$ cat config.mk
export PLATFORM = sky130hd
export DESIGN_NAME = ssb_timing_ctrl
export DESIGN_NICKNAME = d
export VERILOG_FILES = /design/src/rtl/ssb_timing_pkg.sv /design/src/rtl/ssb_symbol_seq.sv /design/src/rtl/ssb_timing_ctrl.sv
export SDC_FILE = /design/constraint.sdc
export NUM_CORES = 1
export LEC_CHECK = 0
export BUFFER_PORTS_ARGS = -buffer_cell sky130_fd_sc_hd__buf_2
export CORE_UTILIZATION = 50
export CTS_CLUSTER_SIZE = 20
export DETAILED_ROUTE_END_ITERATION = 8
export PLACE_DENSITY_LB_ADDON = 0.12
export SETUP_SLACK_MARGIN = 0.5
export SYNTH_ARGS = -nofsm -noshare
export SYNTH_HDL_FRONTEND = slang
export SYNTH_SLANG_ARGS = --single-unit
$ cat constraint.sdc
create_clock -name clk_i -period 2.47 [get_ports clk_i]
set_input_delay 0.1235 -clock clk_i [delete_from_list [all_inputs] [get_ports clk_i]]
set_output_delay 0.1235 -clock clk_i [all_outputs]
set_load 0.02 [all_outputs]
$ cat src/rtl/ssb_timing_pkg.sv
// ssb_timing_pkg: shared SSB timing states, symbol-index constants and length helpers
package ssb_timing_pkg;
    typedef enum logic [1:0] {SEARCH, SSB_SYMS, TRACK_WAIT, TRACK_WIN} state_t;
    localparam int PBCH0 = 1;
    localparam int SSS = 2;
    localparam int PBCH1 = 3;
    function automatic int fft_len(input int nfft);
        return 1 << nfft;
    endfunction
    function automatic int sym_len(input int nfft, input int cp);
        return fft_len(nfft) + cp;
    endfunction
    function automatic int sym_offset(input int idx, input int sl);
        return (idx - 1) * sl;
    endfunction
endpackage

$ cat src/rtl/ssb_symbol_seq.sv
// ssb_symbol_seq: counts the three SSB symbols after go_i (clk_i, reset_ni, go_i, en_i, valid_i in; done_o and registered strobes out)
module ssb_symbol_seq import ssb_timing_pkg::*; #(
    parameter int SYM_LEN = 274
) (
    input  logic clk_i,
    input  logic reset_ni,
    input  logic go_i,
    input  logic en_i,
    input  logic valid_i,
    output logic done_o,
    output logic symbol_start_o,
    output logic SSB_start_o,
    output logic PBCH_start_o,
    output logic SSS_start_o
);
    localparam int CW = $clog2(3 * SYM_LEN);
    localparam logic [CW-1:0] OFF_P0 = CW'(sym_offset(PBCH0, SYM_LEN));
    localparam logic [CW-1:0] OFF_SSS = CW'(sym_offset(SSS, SYM_LEN));
    localparam logic [CW-1:0] OFF_P1 = CW'(sym_offset(PBCH1, SYM_LEN));
    localparam logic [CW-1:0] OFF_LAST = CW'(3 * SYM_LEN - 1);
    logic [CW-1:0] sym_cnt;
    logic step, at_p0, at_sss, at_p1;
    always_comb begin
        step = en_i && valid_i;
        at_p0 = step && sym_cnt == OFF_P0;
        at_sss = step && sym_cnt == OFF_SSS;
        at_p1 = step && sym_cnt == OFF_P1;
        done_o = step && sym_cnt == OFF_LAST;
    end
    always_ff @(posedge clk_i) begin
        if (!reset_ni) begin
            sym_cnt <= '0;
            symbol_start_o <= 1'b0;
            SSB_start_o <= 1'b0;
            PBCH_start_o <= 1'b0;
            SSS_start_o <= 1'b0;
        end else begin
            sym_cnt <= (go_i || done_o) ? '0 : step ? sym_cnt + 1'b1 : sym_cnt;
            symbol_start_o <= at_p0 || at_sss || at_p1;
            SSB_start_o <= at_p0;
            PBCH_start_o <= at_p0 || at_p1;
            SSS_start_o <= at_sss;
        end
    end
endmodule

$ cat src/rtl/ssb_timing_ctrl.sv
// ssb_timing_ctrl: PSS-peak driven SSB acquisition/tracking FSM (clk_i, reset_ni, s_axis_in_tvalid, peak_i, N_id_2_i in; mode, N_id_2, strobes, sync_lost, miss_count out)
module ssb_timing_ctrl import ssb_timing_pkg::*; #(
    parameter int NFFT = 8,
    parameter int CP_LEN = 18,
    parameter int SSB_PERIOD = 76800,
    parameter int WINDOW = 8,
    parameter int MAX_MISSES = 3
) (
    input  logic clk_i,
    input  logic reset_ni,
    input  logic s_axis_in_tvalid,
    input  logic peak_i,
    input  logic [1:0] N_id_2_i,
    output logic detector_mode_o,
    output logic [1:0] requested_N_id_2_o,
    output logic symbol_start_o,
    output logic SSB_start_o,
    output logic PBCH_start_o,
    output logic SSS_start_o,
    output logic sync_lost_o,
    output logic [$clog2(MAX_MISSES+1)-1:0] miss_count_o
);
    localparam int PW = $clog2(SSB_PERIOD + WINDOW + 1);
    localparam int MW = $clog2(MAX_MISSES + 1);
    localparam logic [PW-1:0] OPEN_LAST = PW'(SSB_PERIOD - WINDOW - 1);
    localparam logic [PW-1:0] WIN_LAST = PW'(SSB_PERIOD + WINDOW);
    localparam logic [PW-1:0] REGRID = PW'(WINDOW);
    localparam logic [MW-1:0] MISS_LAST = MW'(MAX_MISSES - 1);
    state_t state_q, state_d;
    logic [PW-1:0] period_q, period_d, period_inc;
    logic [MW-1:0] miss_d;
    logic [1:0] nid_d;
    logic mode_d, lost_d, go, seq_done;
    ssb_symbol_seq #(.SYM_LEN(sym_len(NFFT, CP_LEN))) u_seq (
        .clk_i(clk_i),
        .reset_ni(reset_ni),
        .go_i(go),
        .en_i(state_q == SSB_SYMS),
        .valid_i(s_axis_in_tvalid),
        .done_o(seq_done),
        .symbol_start_o(symbol_start_o),
        .SSB_start_o(SSB_start_o),
        .PBCH_start_o(PBCH_start_o),
        .SSS_start_o(SSS_start_o)
    );
    always_comb begin
        state_d = state_q;
        period_inc = period_q + PW'(s_axis_in_tvalid);
        period_d = period_q;
        miss_d = miss_count_o;
        nid_d = requested_N_id_2_o;
        mode_d = detector_mode_o;
        lost_d = 1'b0;
        go = 1'b0;
        case (state_q)
            SEARCH: if (peak_i) begin
                state_d = SSB_SYMS;
                nid_d = N_id_2_i;
                miss_d = '0;
                period_d = '0;
                go = 1'b1;
            end
            SSB_SYMS: begin
                period_d = period_inc;
                if (seq_done) begin
                    state_d = TRACK_WAIT;
                    mode_d = 1'b1;
                end
            end
            TRACK_WAIT: begin
                period_d = period_inc;
                if (s_axis_in_tvalid && period_q == OPEN_LAST) state_d = TRACK_WIN;
            end
            TRACK_WIN: if (peak_i) begin
                state_d = SSB_SYMS;
                period_d = '0;
                miss_d = '0;
                go = 1'b1;
            end else if (s_axis_in_tvalid) begin
                if (period_q != WIN_LAST) period_d = period_inc;
                else if (miss_count_o == MISS_LAST) begin
                    state_d = SEARCH;
                    period_d = '0;
                    miss_d = '0;
                    mode_d = 1'b0;
                    lost_d = 1'b1;
                end else begin
                    state_d = TRACK_WAIT;
                    period_d = REGRID;
                    miss_d = miss_count_o + 1'b1;
                end
            end
            default: state_d = SEARCH;
        endcase
    end
    always_ff @(posedge clk_i) begin
        if (!reset_ni) begin
            state_q <= SEARCH;
            period_q <= '0;
            miss_count_o <= '0;
            requested_N_id_2_o <= '0;
            detector_mode_o <= 1'b0;
            sync_lost_o <= 1'b0;
        end else begin
            state_q <= state_d;
            period_q <= period_d;
            miss_count_o <= miss_d;
            requested_N_id_2_o <= nid_d;
            detector_mode_o <= mode_d;
            sync_lost_o <= lost_d;
        end
    end
endmodule

==> summary.md <==
| Metric | Value |
|---|---|
| Part of the power in registers | between 30% and 40% |
| GRT Residual Overflow | 0 |
| Post-synth ARST share | 0% |
| CTS tree | yes |
| Clock period minus worst slack | between 2 and 2.5 ns |
| Area growth syn-to-layout | 26.33% |
| Leak | roughly 1.1 nW |
| CP endpoint kind | flip-flop |
| Finished Cell Area | 2695 µm² |
| Largest area contributor in the netlist | dfxtp_1 |
| Clock Path Buffers | 2 |
| DR iter-0 viols | ~140 |
| Worst Tran Pin Value | between 0.5 and 0.6 ns |
| Startpoint Class | flip-flop |
| Largest net degree at the start of global routing | 14 |
| Psw | between 600 and 700 µW |
| Number of distinct library cells after synthesis | 49 |
| Final core area utilization | 66.42% |
| Hold Crit Start | N_id_2_i[0] |
| Post-synth net total | roughly 280 |
| Finish-stage setup viols | 0 |
| CP peak stage delay | 0.56 ns |
| Drt pass-1 iters | 4 |
| Slew headroom | ~65% |
| Io pins | 16 |
| HP Class | input pin to flip-flop |
| Maximum resistive drop on vdd | between 0.3 and 0.4 mV |
| Post-route ant nets | 0 |
| Metal2 WL | roughly 2500 µm |
| Placed cells | 337 |
| Port Buffer Count | 15 |
| Register area share after synthesis | between 30% and 40% |
| Worst-path clk slew | roughly 0.08 ns |
| Antenna diodes | 0 |
| WS Path Type | flip-flop to flip-flop |
| Yosys reg bits | 39 |
| Period utilization | 97.25% |
| GRT Overall Usage | 24.04% |
| Worst EP arrival | between 2 and 3 ns |
| Crit Path Max Fanout | 2 |
| Max cap viols | 0 |
| Post-synth top flop | dfxtp_1 |
| RSZ-0062 raised after global routing | true |
| CP max stage cell | or4b_4 |
| Die width | slightly below 70 µm |
| Yosys warns | 0 |
| Total number of H-tree levels | 2 |
| Final Non-Filler Cells | ~350 |
| Drt total wl | roughly 5000 µm |
| Routability cong. | around 0.8 |
| Starting Density | a little over half |
| Data required, critical path | approximately 2.7 ns |
| Via density | between 5 and 6 |
| Vias in the first global route | around 1700 |
| Sw Ratio | between 30% and 40% |
| Worst R2R Start | period_q[7]$_SDFFE_PN0P_ |
| WL met1 | 2320 µm |
| End point of the worst hold path | requested_N_id_2_o[0]$_SDFFE_PN0P_ |
| Num CTS Buffers | 5 |
| Worst path cell trace | or4_4 > or4b_4 > o21a_1 > or4_4 > a221oi_2 |
| First-pass GRT wire length | about 8000 µm |
| Clock Power Share | a little under a third |
| Residual DRC | 0 |
| Mapped Cells | between 200 and 300 |
| Number of clock sinks | 39 |
| F_max | approximately 420 MHz |
| Combinational share of power | a little over a third |
| Filler cell count | ~370 |
| Final Net Count | about 310 |
| Die H | a little under 70 µm |
| Placed instance area | approximately 2400 µm² |
| Hold path depth | 3 |
| Int Pwr | 1.369 mW |
| Pwr dens | about 760 nW/µm² |
| Row cnt | 23 |
| CP most frequent cell | or4_4 |
| Clock Tree Root | clkbuf_8 |
| Hpwl dp | 3404 µm |
| Post-Syn Area | around 2100 µm² |
| Die footprint | 4532 µm² |
| Top Metal Used | met4 |
| Share of cells above drive strength 1 | between 20% and 30% |
| Final Hold Fails | 0 |
| Fin Setup TNS | 0 ns |
| Reg area | about 790 µm² |
| Number of enable flip-flop cells after synthesis | 0 |
| DR vias | between 1500 and 2000 |
| Syn avg cell area | 8.237 µm² |
| Skew final | 0.007950 ns |
| DR WL/cell | about 14 µm |
| Worst R2R End | state_q[0]$_SDFFE_PN0P_ |
| Antenna violations before repair | 0 |
| Final max-slew violation count | 0 |
| Hold buffers post-CTS | 0 |
| Area contributors post-synth | dfxtp_1 (37%), ha_1 (5.9%), nand2_1 (5.3%) |
| Status | finished, final reports clean |
| Reg2Reg Setup Slack | around 0.07 ns |
| Post-synth top area share | between 30 and 40% |
| Core area | about 4100 µm² |
| WL met3 | between 150 and 200 µm |
| R2R depth | 5 |
| Clk_lat worst skew | roughly 0.3 ns |
| Multi-input logic area | 1374 µm² |
power groups by stage:
stage	Clock, mW	Combinational, mW	Sequential, mW
global placement	0	0.590	0.701
detailed placement	0	0.594	0.701
CTS	0.655	0.666	0.690
floorplan	0	0.391	0.712
finish	0.643	0.709	0.693
global route	0.677	0.772	0.700
worst max path at each step:
stage                                        start                        end  slack [ns]  cells past startpoint
final                     period_q[7]$_SDFFE_PN0P_    state_q[0]$_SDFFE_PN0P_        0.07                      5
after global placement    period_q[4]$_SDFFE_PN0P_  period_q[15]$_SDFFE_PN0P_        0.05                      7
after CTS                 period_q[6]$_SDFFE_PN0P_  period_q[15]$_SDFFE_PN0P_        0.06                      7
after global routing      period_q[4]$_SDFFE_PN0P_    state_q[0]$_SDFFE_PN0P_        0.02                      5
after floorplan           period_q[4]$_SDFFE_PN0P_    state_q[0]$_SDFFE_PN0P_      -0.003                      6
after detailed placement  period_q[4]$_SDFFE_PN0P_  period_q[15]$_SDFFE_PN0P_      -0.009                      7
kinds of logic (layout without fill, tap and decap cells):
group                      Yosys count  in the layout  synth area share [%]
and+or+nand+nor                    125            125                 30.38
buffers and inverters               21             61                 3.812
muxes                                2              2                0.9385
DFF                                 39             39                 36.60
AOI/OAI and AO/OA                   49             49                 17.07
adders and majority gates           10             10                 5.865
xor gates and xnor gates            13             13                 5.337
registers in the layout, indices dropped and copies added (netlist names):
register	cells
state_q	2
miss_count_o	2
requested_N_id_2_o	2
u_seq.SSS_start_o	1
sync_lost_o	1
u_seq.symbol_start_o	1
u_seq.PBCH_start_o	1
u_seq.sym_cnt	10
detector_mode_o	1
u_seq.SSB_start_o	1
period_q	17
critical path: cells and delay by family (launching register included):
family / cells / cell delay [ns]
simple gates: 3 / 1.59
compound gates: 2 / 0.42
flops: 1 / 0.31
routing by layer:
metal  GRT usage, %  up-vias
met4          10.37        0
met2          39.63       41
li1               -     1016
met5              0        -
met3          5.068        4
met1          30.02      912
cells in the final DEF (no fill, tap or decap), drive strengths merged, types with 3 or more instances in the layout:
cell type,instances
buf,43
dfxtp,39
nand2,30
nor2,29
nand3,17
a21oi,14
xor2,11
inv,10
ha,10
nand4,6
nor3,6
or4,6
o21ai,6
o211ai,5
clkbuf,5
or3,5
and4,4
o211a,4
and3,3
or4b,3
nor2b,3
o221a,3
nor4,3
Yosys cell counts, types with 2 or more instances:
cell type	number
or2_2	2
clkbuf_1	8
and3_1	3
nor2b_1	3
o221a_1	3
o21ai_0	4
or4b_1	2
nand2_1	30
mux2i_1	2
buf_2	2
inv_1	10
ha_1	10
o211a_1	4
o21ai_1	2
nand2b_1	2
xnor2_1	2
o311ai_0	2
or3_1	5
a21oi_1	14
nand3_1	17
o211ai_1	5
and4_1	4
or4_1	6
nor3_1	6
nor4_1	3
dfxtp_1	39
o21a_1	2
and4b_1	2
nor2_1	29
xor2_1	11
a31oi_1	2
nand4_1	6
repair_timing:
| item | 4_1_cts | 5_1_grt |
|---|---|---|
| pin swaps | 3 | 9 |
| setup endpoints to repair | 24 | 27 |
| gates cloned | 1 | 0 |
| gates resized for setup | 13 | 16 |
| buffers inserted | 1 | 2 |
through the flow:
stage / worst slack (ns) / hold WS [ns] / power [mW]
floorplan: -0.002775 / 0.2710 / 1.103
global placement: 0.04954 / 0.3797 / 1.291
detailed placement: -0.008716 / 0.3872 / 1.295
CTS: 0.05857 / 0.06879 / 2.012
global route: 0.01610 / 0.06964 / 2.149
finish: 0.06802 / 0.06911 / 2.045
layout make-up:
type	count	share of cell area (%)
timing repair buffer	43	11.00
multi-input combinational	199	50.98
clock buffer	5	2.553
tap	50	2.321
inverter	10	1.393
sequential	39	29.25
clock inverter	3	2.507
(Power assumes the default switching activity.)
